[config.mk]
export PLATFORM = sky130hd
export DESIGN_NAME = minhour_cnt_flat
export DESIGN_NICKNAME = d
export VERILOG_FILES = /design/src/rtl/minhour_cnt_if.sv /design/src/rtl/minhour_cnt.sv /design/src/flat_wrapper.sv
export SDC_FILE = /design/constraint.sdc
export NUM_CORES = 1
export LEC_CHECK = 0
export CAP_MARGIN = 20
export CORE_UTILIZATION = 62
export CTS_BUF_LIST = sky130_fd_sc_hd__clkbuf_2 sky130_fd_sc_hd__clkbuf_4 sky130_fd_sc_hd__clkbuf_8
export DETAILED_ROUTE_END_ITERATION = 10
export PLACE_DENSITY_LB_ADDON = 0.15
export SLEW_MARGIN = 20
export SYNTH_ARGS = -nofsm -noshare
export SYNTH_HDL_FRONTEND = slang
export SYNTH_SLANG_ARGS = --single-unit
[constraint.sdc]
create_clock -name CLK -period 5.61 [get_ports CLK]
set_input_delay 0.561 -clock CLK [delete_from_list [all_inputs] [get_ports CLK]]
set_output_delay 0.561 -clock CLK [all_outputs]
set_load 0.1 [all_outputs]
[src/rtl/minhour_cnt_if.sv]
// Signal bundle between the minute/hour stage and its neighbours: seconds
// carry, blink tick and buttons in; BCD digits, set-mode status and day carry out.
interface minhour_cnt_if;
  logic       EN;
  logic       TICK;
  logic       MODE_BTN;
  logic       UP_BTN;
  logic [2:0] MH;
  logic [3:0] ML;
  logic [1:0] HH;
  logic [3:0] HL;
  logic       SEC_CLR;
  logic [1:0] SETMODE;
  logic       HVIS;
  logic       MVIS;
  logic       CA;

  // Upstream / stimulus side: drives carry, tick and buttons.
  modport master (
    output EN, TICK, MODE_BTN, UP_BTN,
    input  MH, ML, HH, HL, SEC_CLR, SETMODE, HVIS, MVIS, CA
  );

  // Counter side.
  modport slave (
    input  EN, TICK, MODE_BTN, UP_BTN,
    output MH, ML, HH, HL, SEC_CLR, SETMODE, HVIS, MVIS, CA
  );
endinterface

[src/rtl/minhour_cnt.sv]
// Minute/hour stage of the 24-hour clock: BCD minutes and hours driven by the
// seconds carry, plus the time-set UI (MODE/UP buttons, UP auto-repeat,
// digit blink and a clear strobe back to the seconds counter).
module minhour_cnt #(
  parameter logic [15:0] RPT_DELAY  = 16'd500,
  parameter logic [15:0] RPT_PERIOD = 16'd100
) (
  input logic         CLK,
  input logic         RST,
  minhour_cnt_if.slave bus
);

  typedef enum logic [1:0] {
    RUN      = 2'b00,
    SET_HOUR = 2'b01,
    SET_MIN  = 2'b10
  } state_t;

  state_t      state, state_nxt;
  logic        sec_clr;
  logic        blink;
  logic [6:0]  mins;      // {tens, units}
  logic [5:0]  hrs;       // {tens, units}
  logic        mode_prev, up_prev;
  logic [15:0] hold_cnt, hold_inc;
  logic        mode_evt, up_rise, rpt_evt, up_evt;

  // Minutes +1 in BCD, 59 wraps to 00.
  function automatic logic [6:0] min_inc(input logic [6:0] m);
    if (m[3:0] == 4'd9) begin
      if (m[6:4] == 3'd5) return 7'h00;
      return {m[6:4] + 3'd1, 4'd0};
    end
    return {m[6:4], m[3:0] + 4'd1};
  endfunction

  // Hours +1 in BCD, 23 wraps to 00.
  function automatic logic [5:0] hour_inc(input logic [5:0] h);
    if (h == 6'h23) return 6'h00;
    if (h[3:0] == 4'd9) return {h[5:4] + 2'd1, 4'd0};
    return {h[5:4], h[3:0] + 4'd1};
  endfunction

  assign mode_evt = bus.MODE_BTN & ~mode_prev;
  assign up_rise  = bus.UP_BTN & ~up_prev;
  assign hold_inc = (hold_cnt == 16'hFFFF) ? hold_cnt : hold_cnt + 16'd1;
  assign rpt_evt  = bus.UP_BTN & ~up_rise & (hold_inc == RPT_DELAY);
  assign up_evt   = up_rise | rpt_evt;

  // Button edge history and UP hold counter for auto-repeat.
  always_ff @(posedge CLK) begin
    // NOTE: reset is sampled on the clock edge, and every register here is
    // assigned non-blocking so all state updates see pre-edge values.
    if (!RST) begin
      mode_prev <= 1'b1;
      up_prev   <= 1'b1;
      hold_cnt  <= 16'd0;
    end else begin
      mode_prev <= bus.MODE_BTN;
      up_prev   <= bus.UP_BTN;
      if (!bus.UP_BTN || up_rise) hold_cnt <= 16'd0;
      else if (rpt_evt)           hold_cnt <= RPT_DELAY - RPT_PERIOD;
      else                        hold_cnt <= hold_inc;
    end
  end

  // Next set-mode state: MODE steps RUN -> SET_HOUR -> SET_MIN -> RUN.
  always_comb begin
    // NOTE: default first so every path assigns state_nxt and no latch forms.
    state_nxt = state;
    if (mode_evt) begin
      unique case (state)
        RUN:      state_nxt = SET_HOUR;
        SET_HOUR: state_nxt = SET_MIN;
        default:  state_nxt = RUN;
      endcase
    end
  end

  // Set-mode FSM with registered status, blink and the time digits.
  always_ff @(posedge CLK) begin
    if (!RST) begin
      state   <= RUN;
      sec_clr <= 1'b0;
      blink   <= 1'b1;
      mins    <= 7'h00;
      hrs     <= 6'h00;
    end else begin
      state   <= state_nxt;
      sec_clr <= (state_nxt != RUN);

      // Digits stay lit in RUN, on any mode change and right after an edit.
      if (state == RUN || state_nxt != state || up_evt) blink <= 1'b1;
      else if (bus.TICK)                                 blink <= ~blink;

      // A MODE event in the same cycle swallows the UP event.
      unique case (state)
        RUN: begin
          if (bus.EN) begin
            mins <= min_inc(mins);
            if (mins == 7'h59) hrs <= hour_inc(hrs);
          end
        end
        SET_HOUR: if (up_evt && !mode_evt) hrs  <= hour_inc(hrs);
        SET_MIN:  if (up_evt && !mode_evt) mins <= min_inc(mins);
        default: ;
      endcase
    end
  end

  assign bus.MH      = mins[6:4];
  assign bus.ML      = mins[3:0];
  assign bus.HH      = hrs[5:4];
  assign bus.HL      = hrs[3:0];
  assign bus.SEC_CLR = sec_clr;
  assign bus.SETMODE = state;
  assign bus.HVIS    = ~((state == SET_HOUR) & ~blink);
  assign bus.MVIS    = ~((state == SET_MIN) & ~blink);
  assign bus.CA      = (state == RUN) & bus.EN & (hrs == 6'h23) & (mins == 7'h59);

endmodule

[src/flat_wrapper.sv]
// flat-port wrapper written by rule: the top's interface ports become plain ports
module minhour_cnt_flat 
#(
  parameter logic [15:0] RPT_DELAY  = 16'd500,
  parameter logic [15:0] RPT_PERIOD = 16'd100
)
  (CLK, RST, bus_EN, bus_TICK, bus_MODE_BTN, bus_UP_BTN, bus_MH, bus_ML, bus_HH, bus_HL, bus_SEC_CLR, bus_SETMODE, bus_HVIS, bus_MVIS, bus_CA);
  minhour_cnt_if bus_i ();
  input logic CLK;
  input logic RST;
  input wire logic [$bits(bus_i.EN)-1:0] bus_EN;
  input wire logic [$bits(bus_i.TICK)-1:0] bus_TICK;
  input wire logic [$bits(bus_i.MODE_BTN)-1:0] bus_MODE_BTN;
  input wire logic [$bits(bus_i.UP_BTN)-1:0] bus_UP_BTN;
  output wire logic [$bits(bus_i.MH)-1:0] bus_MH;
  output wire logic [$bits(bus_i.ML)-1:0] bus_ML;
  output wire logic [$bits(bus_i.HH)-1:0] bus_HH;
  output wire logic [$bits(bus_i.HL)-1:0] bus_HL;
  output wire logic [$bits(bus_i.SEC_CLR)-1:0] bus_SEC_CLR;
  output wire logic [$bits(bus_i.SETMODE)-1:0] bus_SETMODE;
  output wire logic [$bits(bus_i.HVIS)-1:0] bus_HVIS;
  output wire logic [$bits(bus_i.MVIS)-1:0] bus_MVIS;
  output wire logic [$bits(bus_i.CA)-1:0] bus_CA;
  assign bus_i.EN = bus_EN;
  assign bus_i.TICK = bus_TICK;
  assign bus_i.MODE_BTN = bus_MODE_BTN;
  assign bus_i.UP_BTN = bus_UP_BTN;
  assign bus_MH = bus_i.MH;
  assign bus_ML = bus_i.ML;
  assign bus_HH = bus_i.HH;
  assign bus_HL = bus_i.HL;
  assign bus_SEC_CLR = bus_i.SEC_CLR;
  assign bus_SETMODE = bus_i.SETMODE;
  assign bus_HVIS = bus_i.HVIS;
  assign bus_MVIS = bus_i.MVIS;
  assign bus_CA = bus_i.CA;
  minhour_cnt #(.RPT_DELAY(RPT_DELAY), .RPT_PERIOD(RPT_PERIOD)) u_core (.CLK(CLK), .RST(RST), .bus(bus_i));
endmodule
After elaboration in Yosys (flattened, before gate mapping)
Index checks and enable logic that the tools add are counted.
{ "word_totals": {"ff_bits": 35, "in_bits": 6, "output_inout_bits": 19, "wordCells": 125} }
{ "classes": {"addsub": 5, "eq_ne": 18, "muxes": 57, "bitwise_logic": 17, "n_reduce_logical": 17} }
{ "ops": {"columns": ["op", "n"], "rows": [
  ["2-to-1 mux 7 bit", 9],
  ["2-to-1 mux 6 bit", 9],
  ["2-to-1 mux 1 bit", 33],
  ["adder 16 x 1 -> 16 bit, second input constant", 1],
  ["== test 16 bit, second input constant", 1],
  ["== test 16 x 9 -> 1 bit, second input constant", 1],
  ["2-to-1 mux 16 bit", 1],
  ["one-hot mux 7 bit (2 select lines)", 1],
  ["one-hot mux 6 bit (2 select lines)", 1],
  ["AND 1 bit", 9],
  ["2-to-1 mux 9 bit", 1],
  ["adder 4 x 1 -> 4 bit, second input constant", 2],
  ["== test 4 bit, second input constant", 2],
  ["!= test 2 x 1 -> 1 bit, second input constant", 4],
  ["== test 7 bit, second input constant", 1],
  ["NOT 1 bit", 7],
  ["== test 6 bit, second input constant", 1],
  ["!= test 3 x 1 -> 1 bit, second input constant", 2],
  ["AND reduction 6 bit", 1],
  ["nonzero test 2 bit", 3],
  ["AND reduction 5 bit", 1],
  ["!= test 2 bit, second input constant", 2],
  ["one-hot mux 2 bit (2 select lines)", 1],
  ["AND reduction 4 bit", 1],
  ["other kinds (15)", 19]
]} }

Longest topological paths before layout
Gate-level depths: netlist of run 1.
{ "logic_depth": {"word_depth": 18, "mapped_depth": 9, "depth_no_buf": 9} }

Least setup slack after synthesis of run 1
Ideal clock, no wire load.
{ "synth_path": {"kind": "register -> output", "from": "register u_core.mins[3]", "to": "output bus_CA", "t_arrival_ps": 4615, "required_ps": 5049, "setup_slack_ps": 434, "path_stages_with_launch": 5, "n_path_buf": 0, "cell_sequence": "dfxtp_1 -> nor2b_1 -> nand4_1 -> or2_2 -> nor4_1"} }
{ "synth_via": {"elab_chain_cells": 2} }
{ "synth_rtl": {"columns": ["item", "line_no", "source"], "rows": [
  ["start: declaration", "minhour_cnt.sv:22", "logic [6:0] mins;"],
  ["start signal: assignment", "minhour_cnt.sv:100", "mins <= min_inc(mins);"],
  ["start signal: assignment", "minhour_cnt.sv:105", "SET_MIN: if (up_evt && !mode_evt) mins <= min_inc(mins);"],
  ["== test 7 bit", "minhour_cnt.sv:119", "assign bus.CA = (state == RUN) & bus.EN & (hrs == 6'h23) & (mins == 7'h59);"],
  ["AND 1 bit", "minhour_cnt.sv:119", null],
  ["end: declaration", "flat_wrapper.sv:23", "output wire logic [$bits(bus_i.CA)-1:0] bus_CA;"]
]} }
Every way passes these cells.

Worst setup path in the final report of run 1
Ends and elaborated chain as after synthesis.

==> summary.md, run 1 <==
| Metric | Value |
|---|---|
| Status | `completed` |
| PD cells | `between 150 and 200 nW/µm²` |
| LEAKAGE | `around 0.76 nW` |
| CTS Sinks | `35` |
| Share of cells above drive strength 1 | `9.89%` |
| Dpl hpwl | `3190 µm` |
| First-pass GRT wire length | `roughly 7400 µm` |
| Synthesized instance count | `241` |
| Nets | `272` |
| TritonCTS Buffers | `5` |
| Multi-input combinational cell area | `approximately 1300 µm²` |
| R2r setup slk | `2690 ps` |
| Ys flop type | `dfxtp_1` |
| DR vias | `1883` |
| Fin crit period | `3480 ps` |
| CP max stage delay | `1170 ps` |
| Site row count | `20` |
| Final period utilization | `62.1%` |
| Fin. Hold Viols | `0` |
| Register area | `701 µm²` |
| Slew HR | `about a third` |
| Initial antenna violation count | `0` |
| RSZ-0062 raised after global routing | `false` |
| CP Cell Sequence | `nor2b_1 -> nand4_1 -> or2_2 -> nor4_1 -> clkdlybuf4s50_1` |
| DRC | `0` |
| I/O pins | `25` |
| IO buf count | `24` |
| CTS tree | `built` |
| CP Data Arrival Time | `a little under 3000 ps` |
| DP Area | `2300 µm²` |
| Mean post-synth cell area | `roughly 8.6 µm²` |
| Fmax | `between 200 and 300 MHz` |
| Core footprint | `about 3100 µm²` |
| H-Tree Depth | `2` |
| Async SR Flop Fraction | `0%` |
| Cells after DPL | `~300` |
| Slowest-stage cell, CP | `clkdlybuf4s50_1` |
| Largest net degree at the start of global routing | `21` |
| Setup WS pre-CTS | `about 2200 ps` |
| Grt ovf | `0` |
| Post-route ant nets | `0` |
| Pins Over Slew Limit | `0` |
| Warnings, synthesis | `0` |
| Post-CTS Resized | `0` |
| Synth Register Bits | `35` |
| Worst VDD drop | `approximately 150 µV` |
| Synth unique cells | `58` |
| Hold_buf cts | `0` |
| Crit. End Element | `output pin` |
| Clk_skew | `5.78 ps` |
| GP Congestion | `~0.95` |
| Worst setup SP type | `flop` |
| Worst slew pin tran | `977 ps` |
| Post-CTS Setup Bufs | `0` |
| Worst Path Buf+Inv | `1` |
| Die area | `around 3600 µm²` |
| # fillers | `between 200 and 300` |
| Area grow syn2layout | `14.1%` |
| Setup ws final | `about 2100 ps` |
| Via/cell ratio | `between 6 and 7` |
| Finished Layout Cells | `between 300 and 400` |
| Die height | `59.7 µm` |
| Clock Latency Late Sink | `340 ps` |
| Starting Density | `about two thirds` |
| DIE WIDTH | `around 60 µm` |
| Critical path class | `flop to output pin` |
| Setup_tns | `0 ps` |
| # diodes | `0` |
| Mapped Area | `2070 µm²` |
| Delay-heaviest family, CP | `buffers and inverters` |
| DR WL/cell | `14.5 µm` |
| Post-route cell area | `2360 µm²` |
| Final wirelength | `around 4500 µm` |
| Max Root-Sink Buffers | `2` |
| Worst EP required | `just over 5000 ps` |
| Gr usage total | `27.8%` |
| Vias in the first global route | `roughly 1.7k` |
| Critical path peak fanout | `5` |
| Seq/Total Area, Yosys | `33.9%` |
| Clk root buf | `clkbuf_4` |
| CTS clk-pin slew, worst paths | `roughly 110 ps` |
| Total of max-cap violations | `0` |
| Net Count, Synth | `around 250` |
| Post-synth EDFFs | `0` |
| Hold WC Path Type | `flop to flop` |
| First-pass iteration count of the detailed router | `4` |
| Final setup violation count | `0` |
| Initial DRC count | `around 160` |
registers in the layout, summed over array words and instances (netlist names):
| name | flops |
|---|---|
| u_core.hold_cnt | 16 |
| u_core.bus.SEC_CLR | 1 |
| u_core.mode_prev | 1 |
| u_core.hrs | 6 |
| u_core.bus.SETMODE | 2 |
| u_core.mins | 7 |
| u_core.blink | 1 |
| u_core.up_prev | 1 |
cells in the final DEF (no fill, tap or decap), drive strengths merged, types with 9 or more instances in the layout:
master and n:
dfxtp 35, nand2b 9, a21oi 15, nand2 20
mux2i 9, nand3 12, nor2 22, nand4 11
clkdlybuf4s50 24, or3 10
per-stage QoR:
step | power, mW | hold slack (ps) | utilization, %
final | 0.435 | 484 | 76.0
after global placement | 0.306 | 464 | 74.3
after global routing | 0.456 | 504 | 76.0
after CTS | 0.437 | 487 | 76.0
after detailed placement | 0.306 | 473 | 74.3
after floorplan | 0.294 | 470 | -
tightest hold or removal path, cell delays in order, from the launching register on:
cell     delay [ps]
dfxtp_1         340
nand2_1          60
mux2i_1          50
synth_stat cells, types with 3 or more instances:
| library cell | n | share of area, % |
|---|---|---|
| nand4_1 | 7 | 2.1 |
| and3_1 | 3 | 0.91 |
| nor2b_1 | 3 | 0.91 |
| a211o_1 | 3 | 1.3 |
| nor2_1 | 22 | 4.0 |
| o21ai_0 | 3 | 0.73 |
| dfxtp_1 | 35 | 34 |
| a41o_1 | 3 | 1.5 |
| a21oi_1 | 14 | 3.4 |
| xnor2_1 | 3 | 1.3 |
| nand3b_1 | 3 | 1.1 |
| nor3_1 | 6 | 1.5 |
| nor4_1 | 6 | 1.8 |
| or2_2 | 3 | 0.91 |
| nand2b_1 | 9 | 2.7 |
| buf_2 | 3 | 0.73 |
| nand3_1 | 11 | 2.7 |
| inv_1 | 8 | 1.5 |
| xor2_1 | 4 | 1.7 |
| clkbuf_1 | 4 | 0.73 |
| ha_1 | 4 | 2.4 |
| mux2i_1 | 9 | 4.4 |
| or3_1 | 10 | 3.0 |
| nand2_1 | 20 | 3.6 |
| nand4_2 | 4 | 2.4 |
cell families (layout without fill, tap and decap cells):
group / after synthesis / after routing / share of synthesized area (%)
adders and majority gates: 4 / 4 / 2.42
and+or+nand+nor: 121 / 121 / 33.7
xor gates and xnor gates: 7 / 7 / 2.97
buffers and inverters: 19 / 41 / 4.36
AOI/OAI and AO/OA: 45 / 45 / 17.6
muxes: 10 / 10 / 5.09
DFF: 35 / 35 / 33.9
report_power, final:
| part | internal, mW | switching [mW] |
|---|---|---|
| Clock | 0.0466 | 0.0873 |
| Combinational | 0.0130 | 0.0312 |
| Sequential | 0.252 | 0.00433 |
| Total | 0.312 | 0.123 |
worst paths after layout:
check,start,to,depth (start not counted)
hold reg to reg,u_core.hrs[5],u_core.hrs[5],2
hold / removal,u_core.hrs[5],u_core.hrs[5],2
setup reg to reg,u_core.hold_cnt[0],u_core.hrs[2],8
setup / recovery,u_core.mins[3],bus_CA,5
cell type report:
class | count | share of cell area (%)
clock buffer | 5 | 1.59
multi-input combinational | 187 | 54.1
tap | 44 | 2.34
sequential | 35 | 29.7
inverter | 9 | 1.43
clock inverter | 3 | 0.637
timing repair buffer | 24 | 10.2
metal layers:
layer / GRT usage [%] / wire length (µm) / up-vias
li1: - / - / 936
met1: 38.7 / 2160 / 886
met2: 41.6 / 1980 / 57
met3: 7.14 / 275 / 4
met4: 9.30 / 50 / 0
met5: 0 / 0 / -
Note: power is estimated with default switching activity, not from simulation.
==> inputs of run 2 (changes only) <==
--- a/config.mk
+++ b/config.mk
@@ -6,7 +6,7 @@
 export NUM_CORES = 1
 export LEC_CHECK = 0
 export CAP_MARGIN = 20
-export CORE_UTILIZATION = 62
+export CORE_UTILIZATION = 58
 export CTS_BUF_LIST = sky130_fd_sc_hd__clkbuf_2 sky130_fd_sc_hd__clkbuf_4 sky130_fd_sc_hd__clkbuf_8
 export DETAILED_ROUTE_END_ITERATION = 10
 export PLACE_DENSITY_LB_ADDON = 0.15
==> constraint.sdc (replaced) <==
create_clock -name CLK -period 3.6 [get_ports CLK]
set_input_delay 0.36 -clock CLK [delete_from_list [all_inputs] [get_ports CLK]]
set_output_delay 0.36 -clock CLK [all_outputs]
set_load 0.1 [all_outputs]
==> run 2 against run 1 <==
Effect of this change:
- via count down 1.5%
- die area rose by 6.7%
- utilization shrank 4.4 points
- final cell count grew 1.3%
- register-to-register slack got worse by 1900 ps
- clock power is 90% higher
- combinational power up 60%
- sequential power rose by 56%
- largest power group unchanged
- non-clock buffer count grew 2
- clock skew about the same
- worst hold slack gained 1.6 ps
==> summary.md, run 2 (same netlist as run 1, synthesis figures left out) <==
| Metric | Value |
|---|---|
| Die height | `61.7 µm (was 59.7 µm)` |
| Final setup violation count | `0 (unchanged)` |
| Grt ovf | `0 (unchanged)` |
| DR vias | `1854 (was 1883)` |
| Total of max-cap violations | `0 (unchanged)` |
| CP most frequent cell | `nand4_2` |
| First-pass GRT wire length | `7520 µm (was 7420 µm)` |
| CTS tree | `built (unchanged)` |
| Commonest cells after routing, fill and taps aside | `dfxtp_1, clkdlybuf4s50_1, nor2_1 (unchanged)` |
| Worst setup SP type | `flop (unchanged)` |
| Area grow syn2layout | `16.5% (was 14.1%)` |
| Clock Latency Late Sink | `340 ps (about the same)` |
| Share of cells above drive strength 1 | `11.3% (was 9.89%)` |
| I/O pins | `25 (unchanged)` |
| Clk_skew | `5.35 ps (was 5.78 ps)` |
| Crit. End Element | `flop (was output pin)` |
| Hold WC Path Type | `flop to flop (unchanged)` |
| CTS clk-pin slew, worst paths | `100 ps (was 110 ps)` |
| Leading cell type in the layout, fill and taps excluded | `dfxtp_1 (unchanged)` |
| Hold_buf cts | `0 (unchanged)` |
| RSZ-0062 raised after global routing | `false (unchanged)` |
| LEAKAGE | `0.783 nW (was 0.764 nW)` |
| Final period utilization | `77.2%` |
| # fillers | `296 (was 252)` |
| Worst EP required | `3870 ps (was 5050 ps)` |
| # diodes | `0 (unchanged)` |
| Status | `completed (unchanged)` |
| Top reg by flops | `u_core.hold_cnt (unchanged)` |
| Multi-input combinational cell area | `1290 µm² (was 1270 µm²)` |
| Starting Density | `61.4% (was 66.6%)` |
| CP Data Arrival Time | `3050 ps (was 2920 ps)` |
| H-Tree Depth | `2 (unchanged)` |
| TritonCTS Buffers | `5 (unchanged)` |
| Delay-heaviest family, CP | `simple AND/OR/NAND/NOR gates (was buffers and inverters)` |
| Worst slew pin tran | `975 ps (was 977 ps)` |
| Nets | `274 (was 272)` |
| Post-route ant nets | `0 (unchanged)` |
| Pins Over Slew Limit | `0 (unchanged)` |
| CP max stage delay | `540 ps (was 1170 ps)` |
| GP Congestion | `0.872 (was 0.954)` |
| Slowest-stage cell, CP | `nor4_2 (was clkdlybuf4s50_1)` |
| Register area | `701 µm² (unchanged)` |
| Setup_tns | `0 ps (unchanged)` |
| Initial DRC count | `150 (was 159)` |
| Post-CTS Setup Bufs | `0 (unchanged)` |
| Post-CTS Resized | `0 (unchanged)` |
| Core footprint | `3360 µm² (was 3100 µm²)` |
| Via/cell ratio | `5.96 (was 6.13)` |
| Fin. Hold Viols | `0 (unchanged)` |
| DRC | `0 (unchanged)` |
| Initial antenna violation count | `0 (unchanged)` |
| Worst VDD drop | `203 µV (was 155 µV)` |
| Clk root buf | `clkbuf_4 (unchanged)` |
| CP Cell Sequence | `ha_1 -> nand4_2 -> nor4_2 -> o21ai_1 -> and4bb_2 -> nand4_2 -> a21oi_2 -> mux2i_1 (was nor2b_1 -> nand4_1 -> or2_2 -> nor4_1 -> clkdlybuf4s50_1)` |
| Critical path peak fanout | `8 (was 5)` |
| Slew HR | `34.8% (was 34.6%)` |
| Final wirelength | `4720 µm (was 4460 µm)` |
| Worst Path Buf+Inv | `0 (was 1)` |
| Fmax | `roughly 360 MHz` |
| Vias in the first global route | `1664 (was 1651)` |
| Largest net degree at the start of global routing | `21 (unchanged)` |
| First-pass iteration count of the detailed router | `6 (was 4)` |
| Biggest regs | `u_core.hold_cnt (16), u_core.mins (7), u_core.hrs (6) (unchanged)` |
| CTS Sinks | `35 (unchanged)` |
| Die area | `3800 µm² (was 3570 µm²)` |
| IO buf count | `24 (unchanged)` |
| Max FFs per register | `16 (unchanged)` |
| Hold Worst Slack | `486 ps (was 484 ps)` |
| Critical path class | `flop to flop (was flop to output pin)` |
| Fin crit period | `2780 ps` |
| PD cells | `302 nW/µm² (was 184 nW/µm²)` |
| Gr usage total | `27.2% (was 27.8%)` |
| Dpl hpwl | `3370 µm (was 3190 µm)` |
| DR WL/cell | `15.2 µm (was 14.5 µm)` |
| DIE WIDTH | `61.7 µm (was 59.7 µm)` |
| Max Root-Sink Buffers | `2 (unchanged)` |
| Site row count | `21 (was 20)` |
[run 2: layer usage]
layer / vias up / track usage (%) / share of wire (%)
li1: 943 / - / -
met5: - / 0 / 0
met1: 851 / 32.2 / 46
met2: 49 / 47.5 / 48
met3: 11 / 7.98 / 4.4
met4: 0 / 8.25 / 1.9
[run 2: layout make-up]
type                    count  area share, %
multi-input cells         187           53.6
repair buffers             26           10.5
flip-flops and latches     35           29.1
inverters                   9           1.40
well taps                  46           2.39
clock buffers               8           3.01
[run 2: worst reg2reg max path: stages (launching register included)]
cell and delay [ps]:
dfxtp_1 440, ha_1 280, nand4_2 240, nor4_2 540, o21ai_1 140, and4bb_2 370
nand4_2 220, a21oi_2 260, mux2i_1 220
[run 2: worst paths after layout]
check	end	slack, ps	depth (start not counted)	start
max	u_core.hrs[5]	820	8	u_core.hold_cnt[0]
min	u_core.hrs[4]	490	2	u_core.hrs[4]
max reg2reg	u_core.hrs[5]	820	8	u_core.hold_cnt[0]
min reg2reg	u_core.hrs[4]	490	2	u_core.hrs[4]
[run 2: power by group]
group          switching (mW)  internal [mW]
registers             0.00764          0.393
clock network           0.133          0.122
logic                  0.0490         0.0216
total                   0.189          0.537
[run 2: through the flow]
| step | utilization [%] | power [mW] | cell area, µm² | setup WS (ps) | std cells |
|---|---|---|---|---|---|
| global route | 71.6 | 0.755 | 2410 | 574 | 311 |
| finish | 71.6 | 0.726 | 2410 | 822 | 311 |
| detailed placement | 69.4 | 0.479 | 2330 | 898 | 303 |
| global placement | 69.4 | 0.479 | 2330 | 981 | 303 |
| CTS | 71.6 | 0.731 | 2410 | 860 | 311 |
| floorplan | - | 0.457 | 2080 | 419 | 241 |
==> inputs of run 3 (changes only) <==
==> constraint.sdc (replaced) <==
create_clock -name CLK -period 2.7 [get_ports CLK]
set_input_delay 0.27 -clock CLK [delete_from_list [all_inputs] [get_ports CLK]]
set_output_delay 0.27 -clock CLK [all_outputs]
set_load 0.1 [all_outputs]
==> run 3 against run 2 <==
Effect of this change:
- routed wire length decreased by 2.5%
- register-to-register slack got worse by 670 ps
- final cell count up 2.3%
- sequential cell count stayed put
- non-clock buffer count is 7 higher
- utilization grew 1.4 points
- sequential power increased by 33%
- worst setup slack got worse by 670 ps
- clock power increased by 13%
- highest routed layer unchanged
- via count is 3.2% higher
- first-iteration DRC count decreased by 8.0%
- worst hold slack gained 1.0 ps
==> summary.md, run 3 (same netlist as run 1, synthesis figures left out) <==
| Metric | Value |
|---|---|
| Status | `completed (unchanged)` |
| Crit. End Element | `flop (unchanged)` |
| First-pass GRT wire length | `7310 µm (was 7520 µm)` |
| Slowest-stage cell, CP | `dfxtp_1 (was nor4_2)` |
| Die height | `61.7 µm (unchanged)` |
| Post-CTS Resized | `0 (unchanged)` |
| CP most frequent cell | `nand4_2 (unchanged)` |
| Final setup violation count | `0 (unchanged)` |
| Fmax | `392 MHz (was 360 MHz)` |
| Max Root-Sink Buffers | `2 (unchanged)` |
| Clk_skew | `12.3 ps (was 5.35 ps)` |
| Worst Path Buf+Inv | `0 (unchanged)` |
| Max FFs per register | `16 (unchanged)` |
| Clk root buf | `clkbuf_4 (unchanged)` |
| Pins Over Slew Limit | `0 (unchanged)` |
| CP Cell Sequence | `nand4_2 -> or3_1 -> a41o_1 -> and4bb_2 -> nand4_2 -> and2_1 -> o221a_1 (was ha_1 -> nand4_2 -> nor4_2 -> o21ai_1 -> and4bb_2 -> nand4_2 -> a21oi_2 -> mux2i_1)` |
| TritonCTS Buffers | `5 (unchanged)` |
| CTS Sinks | `35 (unchanged)` |
| Cells after DPL | `310 (was 303)` |
| GP Congestion | `0.894 (was 0.872)` |
| DR vias | `1913 (was 1854)` |
| Top reg by flops | `u_core.hold_cnt (unchanged)` |
| CTS tree | `built (unchanged)` |
| Worst setup SP type | `flop (unchanged)` |
| Worst reg2reg path depth | `7 (was 8)` |
| Hold Startpoint | `u_core.hrs[5] (was u_core.hrs[4])` |
| RSZ-0062 raised after global routing | `false (unchanged)` |
| Clock Latency Late Sink | `340 ps (about the same)` |
| Post-route ant nets | `0 (unchanged)` |
| Worst VDD drop | `302 µV (was 203 µV)` |
| Slew HR | `61.9% (was 34.8%)` |
| Worst setup path start | `u_core.hold_cnt[13] (was u_core.hold_cnt[0])` |
| Fin crit period | `2550 ps (was 2780 ps)` |
| Starting Density | `61.4% (unchanged)` |
| DRC | `0 (unchanged)` |
| Finished Layout Cells | `318 (was 311)` |
| LEAKAGE | `0.869 nW (was 0.783 nW)` |
| CP max stage delay | `520 ps (was 540 ps)` |
| Post-CTS Setup Bufs | `0 (unchanged)` |
| Worst hold endpoint | `u_core.hrs[5] (was u_core.hrs[4])` |
| # diodes | `0 (unchanged)` |
| Final period utilization | `94.4% (was 77.2%)` |
| Critical path class | `flop to flop (unchanged)` |
| I/O pins | `25 (unchanged)` |
| Initial DRC count | `138 (was 150)` |
| Delay-heaviest family, CP | `simple AND/OR/NAND/NOR gates (unchanged)` |
| DR WL/cell | `14.5 µm (was 15.2 µm)` |
| H-Tree Depth | `2 (unchanged)` |
| PD cells | `374 nW/µm² (was 302 nW/µm²)` |
| Largest net degree at the start of global routing | `18 (was 21)` |
| Fin. Hold Viols | `0 (unchanged)` |
| CTS clk-pin slew, worst paths | `110 ps (was 100 ps)` |
| DIE WIDTH | `61.7 µm (unchanged)` |
| R2r setup slk | `150 ps (was 820 ps)` |
| Leading cell type in the layout, fill and taps excluded | `dfxtp_1 (unchanged)` |
| Via/cell ratio | `6.02 (was 5.96)` |
| Core footprint | `3360 µm² (unchanged)` |
| Hold_buf cts | `0 (unchanged)` |
| Vias in the first global route | `1670 (was 1664)` |
| Dpl hpwl | `3350 µm (was 3370 µm)` |
| Layout Utilization | `73.0% (was 71.6%)` |
| Worst EP required | `2930 ps (was 3870 ps)` |
| Die area | `3800 µm² (unchanged)` |
| Hold Worst Slack | `487 ps (was 486 ps)` |
| IO buf count | `24 (unchanged)` |
| Final wirelength | `4600 µm (was 4720 µm)` |
| Critical path peak fanout | `9 (was 8)` |
| Worst Hold Path Cells | `2 (unchanged)` |
| Biggest regs | `u_core.hold_cnt (16), u_core.mins (7), u_core.hrs (6) (unchanged)` |
| Worst r2r src | `u_core.hold_cnt[13] (was u_core.hold_cnt[0])` |
| Area grow syn2layout | `18.8% (was 16.5%)` |
| Site row count | `21 (unchanged)` |
| Gr usage total | `26.2% (was 27.2%)` |
| Share of cells above drive strength 1 | `23.9% (was 11.3%)` |
| First-pass iteration count of the detailed router | `4 (was 6)` |
| Worst slew pin tran | `563 ps (was 975 ps)` |
| CP Data Arrival Time | `2780 ps (was 3050 ps)` |
| R2r endpoint | `u_core.hrs[2] (was u_core.hrs[5])` |
| Hold WC Path Type | `flop to flop (unchanged)` |
| Initial antenna violation count | `0 (unchanged)` |
| Total of max-cap violations | `0 (unchanged)` |
| Grt ovf | `0 (unchanged)` |
| Commonest cells after routing, fill and taps aside | `dfxtp_1, buf_4, nor2_1 (was dfxtp_1, clkdlybuf4s50_1, nor2_1)` |
| Nets | `281 (was 274)` |
run 3: worst min-delay path, stage by stage (launching register included):
cell and delay, ps:
dfxtp_1 340, nand2_1 60, mux2i_1 50
run 3: power breakdown:
part / total, mW / internal (mW) / switching, mW
combinational: 0.0955 / 0.0286 / 0.0669
sequential: 0.533 / 0.524 / 0.00865
clock: 0.289 / 0.122 / 0.167
run 3: how the worst max path moves through the flow:
stage	end	slack, ps	cells past startpoint
finish	u_core.hrs[2]	150	7
global route	u_core.hrs[2]	6	8
CTS	u_core.hrs[4]	110	8
detailed placement	u_core.hrs[4]	130	8
global placement	u_core.mins[2]	190	8
floorplan	bus_CA	-50	3
run 3: stage by stage:
stage / setup TNS, ps / cell area [µm²] / setup slack [ps] / power [mW]
floorplan: -47.5 / 2090 / -47.5 / 0.610
global placement: 0 / 2360 / 194 / 0.638
detailed placement: 0 / 2360 / 131 / 0.639
CTS: 0 / 2420 / 115 / 0.923
global route: 0 / 2450 / 6.19 / 0.949
finish: 0 / 2450 / 150 / 0.917
run 3: routing by layer:
layer | vias to the layer above | wire length, µm | global-route usage, %
li1 | 959 | - | -
met1 | 892 | 2000 | 31.1
met2 | 55 | 2300 | 45.6
met3 | 7 | 222 | 4.41
met4 | 0 | 77 | 12.7
met5 | - | 0 | 0
run 3: layout make-up:
type	instances	area (µm²)
multi-input combinational	187	1330
sequential	35	708
clock buffer	7	52.6
fill	287	908
inverter	9	33.8
tap	46	57.6
timing repair buffer	33	273
clock inverter	1	5.00
